File: config.mk
export PLATFORM = sky130hd
export DESIGN_NAME = inst_fetch
export DESIGN_NICKNAME = d
export VERILOG_FILES = /design/src/rtl/inst_fetch.sv
export SDC_FILE = /design/constraint.sdc
export NUM_CORES = 1
export LEC_CHECK = 0
export CAP_MARGIN = 20
export CORE_ASPECT_RATIO = 0.9
export CORE_MARGIN = 3
export CORE_UTILIZATION = 45
export DETAILED_ROUTE_END_ITERATION = 8
export GPL_ROUTABILITY_DRIVEN = 0
export PLACE_DENSITY = 0.7
export SLEW_MARGIN = 10
export SYNTH_ARGS = -nofsm -noshare
export SYNTH_HDL_FRONTEND = slang
export SYNTH_SLANG_ARGS = --single-unit
File: constraint.sdc
create_clock -name clk -period 4.1 [get_ports clk]
set_input_delay 0.615 -clock clk [delete_from_list [all_inputs] [get_ports clk]]
set_output_delay 0.615 -clock clk [all_outputs]
set_load 0.01 [all_outputs]
File: src/rtl/inst_fetch.sv
`default_nettype none
// ============================================================================
// Module   : inst_fetch
// Purpose  : Instruction fetch stage with an in-order prefetch queue. Issues
//            PC-based fetches on a credit basis and presents {instr, pc} to
//            decode over a valid/ready handshake; redirects flush everything.
// Revision : 1.0 - initial release
// ============================================================================
module inst_fetch #(
    parameter logic [31:0] RESET_PC = 32'h0000_0000,
    parameter int          DEPTH    = 2
) (
    input  logic        clk,
    input  logic        rst_n,
    output logic        imem_req,
    output logic [31:0] imem_addr,
    input  logic        imem_gnt,
    input  logic        imem_rvalid,
    input  logic [31:0] imem_rdata,
    input  logic        redirect,
    input  logic [31:0] redirect_pc,
    output logic        id_valid,
    input  logic        id_ready,
    output logic [31:0] id_instr,
    output logic [31:0] id_pc
);

    localparam int AW = $clog2(DEPTH);
    localparam int CW = AW + 1;

    logic [31:0]   fetch_pc_q, fetch_pc_d;
    logic [31:0]   resp_pc_q, resp_pc_d;
    logic [CW-1:0] count_q, count_d;
    logic [CW-1:0] outstanding_q, outstanding_d;
    logic [CW-1:0] discard_q, discard_d;
    logic [AW-1:0] wr_ptr_q, wr_ptr_d;
    logic [AW-1:0] rd_ptr_q, rd_ptr_d;
    logic          req_en_q, req_en_d;
    logic [31:0]   mem_pc_q [DEPTH];
    logic [31:0]   mem_pc_d [DEPTH];
    logic [31:0]   mem_instr_q [DEPTH];
    logic [31:0]   mem_instr_d [DEPTH];

    logic [CW:0]   credit_sum;
    logic          issue;
    logic          push;
    logic          pop;
    logic          unused_pc_lsbs;

    assign unused_pc_lsbs = ^redirect_pc[1:0];

    // Queued words, in-flight words and words still to be discarded all hold a credit.
    assign credit_sum = {1'b0, count_q} + {1'b0, outstanding_q} + {1'b0, discard_q};
    assign imem_req   = req_en_q & ~redirect & (credit_sum < (CW+1)'(DEPTH));
    assign imem_addr  = fetch_pc_q;
    assign issue      = imem_req & imem_gnt;

    assign id_valid = (count_q != '0);
    assign id_instr = mem_instr_q[rd_ptr_q];
    assign id_pc    = mem_pc_q[rd_ptr_q];

    always_comb begin
        fetch_pc_d    = fetch_pc_q;
        resp_pc_d     = resp_pc_q;
        count_d       = count_q;
        outstanding_d = outstanding_q;
        discard_d     = discard_q;
        wr_ptr_d      = wr_ptr_q;
        rd_ptr_d      = rd_ptr_q;
        req_en_d      = 1'b1;
        mem_pc_d      = mem_pc_q;
        mem_instr_d   = mem_instr_q;
        push          = 1'b0;
        pop           = 1'b0;

        if (redirect) begin
            // Every in-flight word is dropped exactly once; a same-cycle rvalid
            // consumes one of them here.
            count_d       = '0;
            wr_ptr_d      = rd_ptr_q;
            outstanding_d = '0;
            discard_d     = discard_q + outstanding_q - CW'(imem_rvalid);
            fetch_pc_d    = {redirect_pc[31:2], 2'b00};
            resp_pc_d     = {redirect_pc[31:2], 2'b00};
        end else begin
            push = imem_rvalid & (discard_q == '0);
            pop  = id_valid & id_ready;

            if (issue) begin
                fetch_pc_d = fetch_pc_q + 32'd4;
            end

            if (imem_rvalid & (discard_q != '0)) begin
                discard_d = discard_q - CW'(1);
            end

            outstanding_d = outstanding_q + CW'(issue) - CW'(push);

            if (push) begin
                mem_pc_d[wr_ptr_q]    = resp_pc_q;
                mem_instr_d[wr_ptr_q] = imem_rdata;
                wr_ptr_d              = wr_ptr_q + AW'(1);
                resp_pc_d             = resp_pc_q + 32'd4;
            end

            if (pop) begin
                rd_ptr_d = rd_ptr_q + AW'(1);
            end

            count_d = count_q + CW'(push) - CW'(pop);
        end
    end

    always_ff @(posedge clk) begin
        if (!rst_n) begin
            fetch_pc_q    <= RESET_PC;
            resp_pc_q     <= RESET_PC;
            count_q       <= '0;
            outstanding_q <= '0;
            discard_q     <= '0;
            wr_ptr_q      <= '0;
            rd_ptr_q      <= '0;
            req_en_q      <= 1'b0;
            for (int i = 0; i < DEPTH; i++) begin
                mem_pc_q[i]    <= '0;
                mem_instr_q[i] <= '0;
            end
        end else begin
            fetch_pc_q    <= fetch_pc_d;
            resp_pc_q     <= resp_pc_d;
            count_q       <= count_d;
            outstanding_q <= outstanding_d;
            discard_q     <= discard_d;
            wr_ptr_q      <= wr_ptr_d;
            rd_ptr_q      <= rd_ptr_d;
            req_en_q      <= req_en_d;
            mem_pc_q      <= mem_pc_d;
            mem_instr_q   <= mem_instr_d;
        end
    end

endmodule
`default_nettype wire

; Word-level counts from Yosys, hierarchy flattened
; Cells that the tools add are included.
[word_totals]
ff_bits = 201
output_inout_bits = 98
wordCells = 70
[classes]
magnitude_cmp = 4
n_reduce_logical = 10
n_addsub = 13
mux = 19
n_bitwise = 10
[ops]
columns = operator, n
row1 = 2-to-1 mux 32 bit, 11
row2 = bitwise mux 64 bit, 2
row3 = "adder 32 x 3 -> 32 bit, second input constant", 2
row4 = demux 32 bit (select 1 bit), 1
row5 = nonzero test 2 bit, 5
row6 = AND 1 bit, 6
row7 = subtractor 2 x 1 -> 2 bit, 3
row8 = adder 2 x 1 -> 2 bit, 2
row9 = ">= comparator 2 bit, second input constant", 2
row10 = 2-to-1 mux 2 bit, 2
row11 = NOT 1 -> 2 bit, 2
row12 = AND reduction 2 bit, 2
row13 = adder 2 x 2 -> 3 bit, 1
row14 = adder 3 x 2 -> 3 bit, 1
row15 = "< comparator 3 x 2 -> 1 bit, second input constant", 1
row16 = 2-to-1 mux 1 bit, 3
row17 = "adder 1 bit, second input constant", 2
row18 = adder 2 bit, 1
row19 = zero test 2 bit, 1
row20 = "< comparator 2 x 1 -> 1 bit, second input constant", 1
row21 = NOT 1 bit, 2
row22 = OR reduction 2 bit, 1
row23 = "subtractor 2 x 1 -> 2 bit, second input constant", 1
row24 = logical AND 1 bit, 1

; Depth between registers and ports, before layout
; Gate-level depths: netlist of run 1.
[depth]
ltp_word = 7
depth_mapped = 14
ltp_nobuf = 13

; Worst setup path before layout of run 1
; OpenSTA, ideal clock, no wires.
[synth_path]
kind = flip-flop to flip-flop
startpoint = register count_q[1]
endpoint = register outstanding_q[1]
setup_slack_ns = 1.156
path_stages_with_launch = 15
arrival_ns = 2.829
required_ns = 3.985
synth_period_minus_slack_ns = 2.944
cell_sequence = dfxtp_1 > inv_1 > fa_1 > inv_1 > ha_1 > nand4bb_1 > nor2_2 > inv_2 > clkbuf_1 > ha_1 > inv_1 > ha_1 > xor2_1 > xnor2_1 > nor2_1
[synth_via]
elab_chain_len = 7
[synth_rtl]
columns = element, line
row1 = "start, declared", 33  ; logic [CW-1:0] count_q, count_d;
row2 = "start signal, assigned", 131  ; count_q <= count_d;
row3 = adder 2 x 2 -> 3 bit, 53  ; assign credit_sum = {1'b0, count_q} + {1'b0, outstanding_q} + {1'b0, discard_q};
row4 = adder 3 x 2 -> 3 bit, 53
row5 = < comparator 3 x 2 -> 1 bit, 54  ; assign imem_req = req_en_q & ~redirect & (credit_sum < (CW+1)'(DEPTH));
row6 = AND 1 bit, 54
row7 = AND 1 bit, 56  ; assign issue = imem_req & imem_gnt;
row8 = adder 2 x 1 -> 2 bit, 97  ; outstanding_d = outstanding_q + CW'(issue) - CW'(push);
row9 = subtractor 2 x 1 -> 2 bit, 97
row10 = "end signal, assigned", 132  ; outstanding_q <= outstanding_d;
row11 = "end, declared", 34  ; logic [CW-1:0] outstanding_q, outstanding_d;
; No other way between the ends.
; A chain may end at the register's enable or synchronous reset.

; Final worst setup path of run 1
[layout_path]
startpoint = register count_q[1]
endpoint = output port imem_req
[layout_via]
elab_chain_len = 4
[layout_rtl]
columns = element, line
row1 = adder 2 x 2 -> 3 bit, 53
row2 = adder 3 x 2 -> 3 bit, 53
row3 = < comparator 3 x 2 -> 1 bit, 54
row4 = AND 1 bit, 54
row5 = "end, declared", 15  ; output logic imem_req,
; No other way between the ends.

==> results of run 1 <==
## kinds of logic (layout without fill, tap and decap cells)
kind of cell    after synthesis  count (layout)  share of synthesized area, %
buf+inv                      94             220                          4.23
simple gates                457             457                          23.3
xor+xnor                     48              48                          4.67
compound gates              240             240                          14.5
flops                       193             193                          42.9
other cells                   1               4                        0.0417
fa+ha+maj                    12              12                          1.75
mux                          69              69                          8.62
## synthesized netlist by cell type (11+ instances only)
cell	count	area, µm²
nand3_1	33	165
nor2_1	25	93.8
a21oi_1	166	831
clkbuf_1	66	248
inv_1	13	48.8
and3_1	19	119
a31oi_1	12	75.1
mux2_2	67	754
nand2_1	304	1140
nand4_1	24	150
xnor2_1	17	149
ha_1	11	138
dfxtp_1	193	3860
o21ai_0	31	155
xor2_1	31	272
## cell usage in the layout (no fill, tap or decap), types with 3 or more instances in the layout
cell and n:
inv_1 11, mux2_2 67, dfxtp_1 192, nor2_1 25, buf_4 10, a21o_1 3
o21ai_0 31, clkbuf_16 17, a21oi_1 166, and4_1 4, nor3_1 7, nor4_1 7
nand4_1 24, clkdlybuf4s50_1 161, clkinv_4 4, clkbuf_8 3, ha_1 11, a31oi_1 12
nand3_1 33, xnor2_1 17, nand4_2 4, and2_1 9, a221o_1 3, and3_1 19
buf_12 3, conb_1 4, clkinv_2 4, xor2_1 31, a22oi_1 4, o22ai_1 10
nand2_1 303
## cell type report
cell class | instances | area (µm²)
clock buffers | 20 | 467
clock inverters | 12 | 131
fillers | 1772 | 8040
inverters | 14 | 55.1
multi-input cells | 830 | 4780
flip-flops and latches | 193 | 3860
well taps | 250 | 313
repair buffers | 174 | 1750
## stage by stage
stage | instances | hold slack [ns] | setup WS (ns) | power, µW
5_1_grt | 1493 | 0.468 | 0.542 | 4620
6_report | 1493 | 0.451 | 0.706 | 4430
3_5_place_dp | 1461 | 0.443 | 1.04 | 2780
3_3_place_gp | 1461 | 0.439 | 1.05 | 2770
4_1_cts | 1493 | 0.453 | 0.653 | 4460
2_1_floorplan | 1117 | 0.433 | 1.16 | 2470
## state kept, by name, indices dropped and copies added (netlist names)
name           count
resp_pc_q         30
discard_q          2
outstanding_q      2
mem_pc_q          60
wr_ptr_q           1
rd_ptr_q           1
req_en_q           1
imem_addr         30
count_q            2
mem_instr_q       64
## worst max-delay path, cell delays in order, from the launching register on
cell,delay (ns)
dfxtp_1,0.37
inv_1,0.08
fa_1,0.53
inv_1,0.04
ha_1,0.20
xnor2_1,0.19
nor4b_1,0.32
clkdlybuf4s50_1,0.62
## worst min-delay path by stage
stage	slack [ns]	start	cells past startpoint	to
floorplan	0.43	mem_instr_q[0]	2	mem_instr_q[0]
global placement	0.44	mem_instr_q[27]	2	mem_instr_q[27]
detailed placement	0.44	mem_pc_q[8]	2	mem_pc_q[8]
CTS	0.45	mem_pc_q[8]	2	mem_pc_q[8]
global route	0.47	mem_pc_q[39]	2	mem_pc_q[39]
finish	0.45	mem_pc_q[8]	2	mem_pc_q[8]
## per-layer routing
layer	share of wire (%)	wire length [µm]	vias up
li1	-	-	4057
met1	45	11300	3873
met2	47	11800	242
met3	5.4	1350	27
met4	1.7	427	0
met5	0	0	-
## power breakdown
group	internal [µW]	leakage, µW	switching [µW]	total [µW]
Combinational	321	0.00218	354	675
Sequential	1970	0.00157	103	2070
Clock	950	0.000296	740	1690
Total	3240	0.00405	1200	4430
==> flow_summary.ini, run 1 <==
[clock_tree]
tritoncts = yes
h-tree-depth = 4
numCtsBuffers = 17
cts_sinks = 193
post_cts_buffers = 0
cts.clk_slew.worst_paths_ns = 0.07
clock-root-buffer = clkbuf_16
hold_buffers = 0
ctsLongestPathBuffers = 2
insertion_delay_ns = 0.43
cts_resized = 0

[timing]
grt_setup_unrepaired = false
fmax_ghz = 0.295
finalMaxSlewViolations = 0
post-route-period-util_pct = 82.8
finalCriticalPeriod_ns = 3.39
relSlewSlack_pct = 47.2
final_hold_viol_count = 0
tightestPinTransition_ns = 0.792
final.setup_skew_ns = 0.0166
fin_tns_setup_ns = 0
finalSetupViolations = 0

[route]
drt_iter0_markers = 623
drc = 0
wirelength_um = 24800
firstDrtPassIters = 5
via_per_inst = 5.49
postRouteAntennaNets = 0
routedWlPerCell_um = 16.6
vias = 8199

[floorplanning]
die_area_um2 = 21700
std_cell_rows = 48
die_h_um = 140
die_x_um = 155
io_pins = 168
core_region_area_um2 = 19400
start_util_pct = 46.4

[power]
p_leak_uw = 0.00405
power-per-cell-area_nw_per_um2 = 390
peakVddDrop_mv = 0.260

[critical_path]
cp.required_ns = 3.48
setup.worst_path.end = imem_req
r2r_slack_ns = 1.16
rr_worst_depth = 12
rr_startpoint = count_q[1]
endpoint_kind = primary output
r2r_end = imem_addr[5]
start_kind = flop
cp_max_fo = 4
cp.arrival_ns = 2.78
cp-startpoint = count_q[1]
critPathKind = flop to primary output

[yosys]
syn_area_um2 = 9000
syn_area_per_cell_um2 = 8.08
netlist_instances = 1114
yosysSeqAreaShare_pct = 42.9
ys.flop_type = dfxtp_1
ys_warn_count = 0
async_reset_ff_share_pct = 0
synth_seq_cells = 193
yosysUniqueCellTypes = 54
synth-edff-count = 0

[layout]
diodes = 0
nets = 1312
final_core_util_pct = 58.5
syn_to_final_growth_pct = 26.2
fin_area_um2 = 11400
drive_above_1_share_pct = 10.9

[global_route]
grt_pass1_vias = 7610
grt_use_met1_pct = 30.9
grt_pass1_wl_um = 40000
antenna_found_initial = 0
busiest_layer = met2
grtUsageTotal_pct = 22.4
overflow = 0
grt_max_degree = 97
use_met3_pct = 4.79
use_met2_pct = 35.8

[flow_run]
cap_viol_max_count = 0

[outcome]
status = finished, final reports clean

[hold_path]
min_path_type = flop to flop

[placement]
io_buffers = 161
placed_area_um2 = 10800
dp_hpwl_um = 16400
Power figures use the tool's default switching activity.
==> run 2, diff against run 1 <==
Clock period 4.1 ns to 3.25 ns, I/O delays scaled along.
==> flow_summary.ini, run 2 (synthesized netlist as in run 1, its figures left out) <==
[outcome]
status = finished, final reports clean

[power]
peakVddDrop_mv = 0.378
p_comb_share_pct = 15.3
power-per-cell-area_nw_per_um2 = 496
power.total_uw = 5680
p_int_uw = 4210
p_leak_uw = 0.00411
seqPwrFrac_pct = 45.9
p_clk_share_pct = 38.8
p_sw_uw = 1480
p_sw_share_pct = 26.0

[timing]
finalSetupViolations = 0
relSlewSlack_pct = 58.4
grt_setup_unrepaired = false
finalCriticalPeriod_ns = 2.81
fmax_ghz = 0.356
post-route-period-util_pct = 86.5
final_hold_viol_count = 0
final.setup_skew_ns = 0.00933
finalMaxSlewViolations = 0
tightestPinTransition_ns = 0.620
hold_slack_ns = 0.452
fin_tns_setup_ns = 0

[critical_path]
slowest_stage = fa_1
crit_buf_inv = 3
r2r_end = outstanding_q[1]
endpoint_kind = primary output
rr_startpoint = count_q[1]
cp.required_ns = 2.76
rr_worst_depth = 13
cp.arrival_ns = 2.32
r2r_slack_ns = 0.50
crit_family = adder cells
critPathKind = flop to primary output
crit_top_cell = inv_1
cp_max_fo = 4
start_kind = flop
cpPeakStageDelay_ns = 0.53
worstPathCellList = inv_1 -> fa_1 -> inv_1 -> ha_1 -> xnor2_1 -> nor4b_2 -> dlymetal6s2s_1

[global_route]
grt_pass1_wl_um = 40500
grtUsageTotal_pct = 22.6
overflow = 0
grt_max_degree = 73
antenna_found_initial = 0
grt_pass1_vias = 7751

[layout]
layout_commonest_cell = nand2_1
largest_reg_flops = 64
syn_to_final_growth_pct = 27.2
final_cell_mix = nand2_1, dfxtp_1, a21oi_1
max_flop_register = mem_instr_q
fillers = 1799
final_core_util_pct = 59.0
nets = 1315
diodes = 0
drive_above_1_share_pct = 10.8
top_regs = mem_instr_q: 64 flops, mem_pc_q: 60 flops

[route]
wirelength_um = 24900
drc = 0
postRouteAntennaNets = 0
via_per_inst = 5.50
vias = 8223
routedWlPerCell_um = 16.7
firstDrtPassIters = 4
drt_iter0_markers = 562

[clock_tree]
numCtsBuffers = 17
cts_sinks = 193
cts.clk_slew.worst_paths_ns = 0.07
h-tree-depth = 4
ctsLongestPathBuffers = 2
tritoncts = yes
hold_buffers = 0
insertion_delay_ns = 0.43
clock-root-buffer = clkbuf_16
post_cts_buffers = 0

[floorplanning]
die_area_um2 = 21700
die_x_um = 155
std_cell_rows = 48
core_region_area_um2 = 19400
start_util_pct = 46.4
die_h_um = 140
io_pins = 168

[hold_path]
min_path_type = flop to flop
min_delay_path_depth = 2
hold_start = mem_pc_q[20]
hold_end = mem_pc_q[20]

[placement]
io_buffers = 161
dp_hpwl_um = 16700

[flow_run]
cap_viol_max_count = 0
==> run 2: cell type report <==
cell class / instances / area, µm² / share of cell area, %
clock buffers: 22 / 454 / 3.97
clock inverters: 10 / 158 / 1.38
inverters: 14 / 55.1 / 0.481
multi-input cells: 830 / 4790 / 41.8
flip-flops and latches: 193 / 3860 / 33.7
well taps: 250 / 313 / 2.73
repair buffers: 177 / 1820 / 15.9
==> run 2: per-stage QoR <==
stage	instance area, µm²	instances	setup WS, ns
global route	11500	1496	0.286
finish	11500	1496	0.440
floorplan	9010	1117	0.306
global placement	10800	1464	0.418
detailed placement	10800	1464	0.404
CTS	11400	1496	0.00128
==> run 2: what timing repair did <==
action | in CTS | in global routing
setup endpoints to repair | 1 | 1
pin swaps | 0 | 0
resized for setup | 1 | 1
==> run 2: how the worst max path moves through the flow <==
stage,startpoint,end,cells past startpoint,slack (ns)
after floorplan,count_q[1],outstanding_q[1],14,0.31
after global placement,count_q[1],imem_req,7,0.42
after detailed placement,outstanding_q[1],imem_req,7,0.40
after CTS,outstanding_q[1],imem_req,7,0.001
after global routing,count_q[1],outstanding_q[1],13,0.29
final,count_q[1],imem_req,7,0.44
==> run 2: routing by layer <==
metal,vias to the layer above,wire [µm],track usage [%]
met5,-,0,0
met4,0,376,5.95
met3,29,1130,3.83
met2,204,12000,37.2
met1,3925,11400,31.0
li1,4065,-,-
==> run 2: worst reg2reg max path, delay by kind of cell, from the launching register on <==
| kind | cells | cell delay [ns] |
|---|---|---|
| adder cells (fa/ha/maj) | 4 | 1.24 |
| flip-flops | 1 | 0.37 |
| AND/OR/NAND/NOR | 3 | 0.49 |
| buffers and inverters | 4 | 0.23 |
| XOR/XNOR | 2 | 0.32 |
==> run 2: power groups by stage <==
stage	clock network, µW	logic [µW]	registers [µW]
floorplan	0	497	2620
global placement	0	853	2660
detailed placement	0	865	2660
CTS	2240	873	2610
global route	2340	954	2630
finish	2210	867	2610
==> run 3, diff against run 2 <==
Settings changed: HOLD_SLACK_MARGIN set to 0.03.
==> results of run 3 <==
Same layout as run 2: the final DEF is identical, and so are final timing and power.
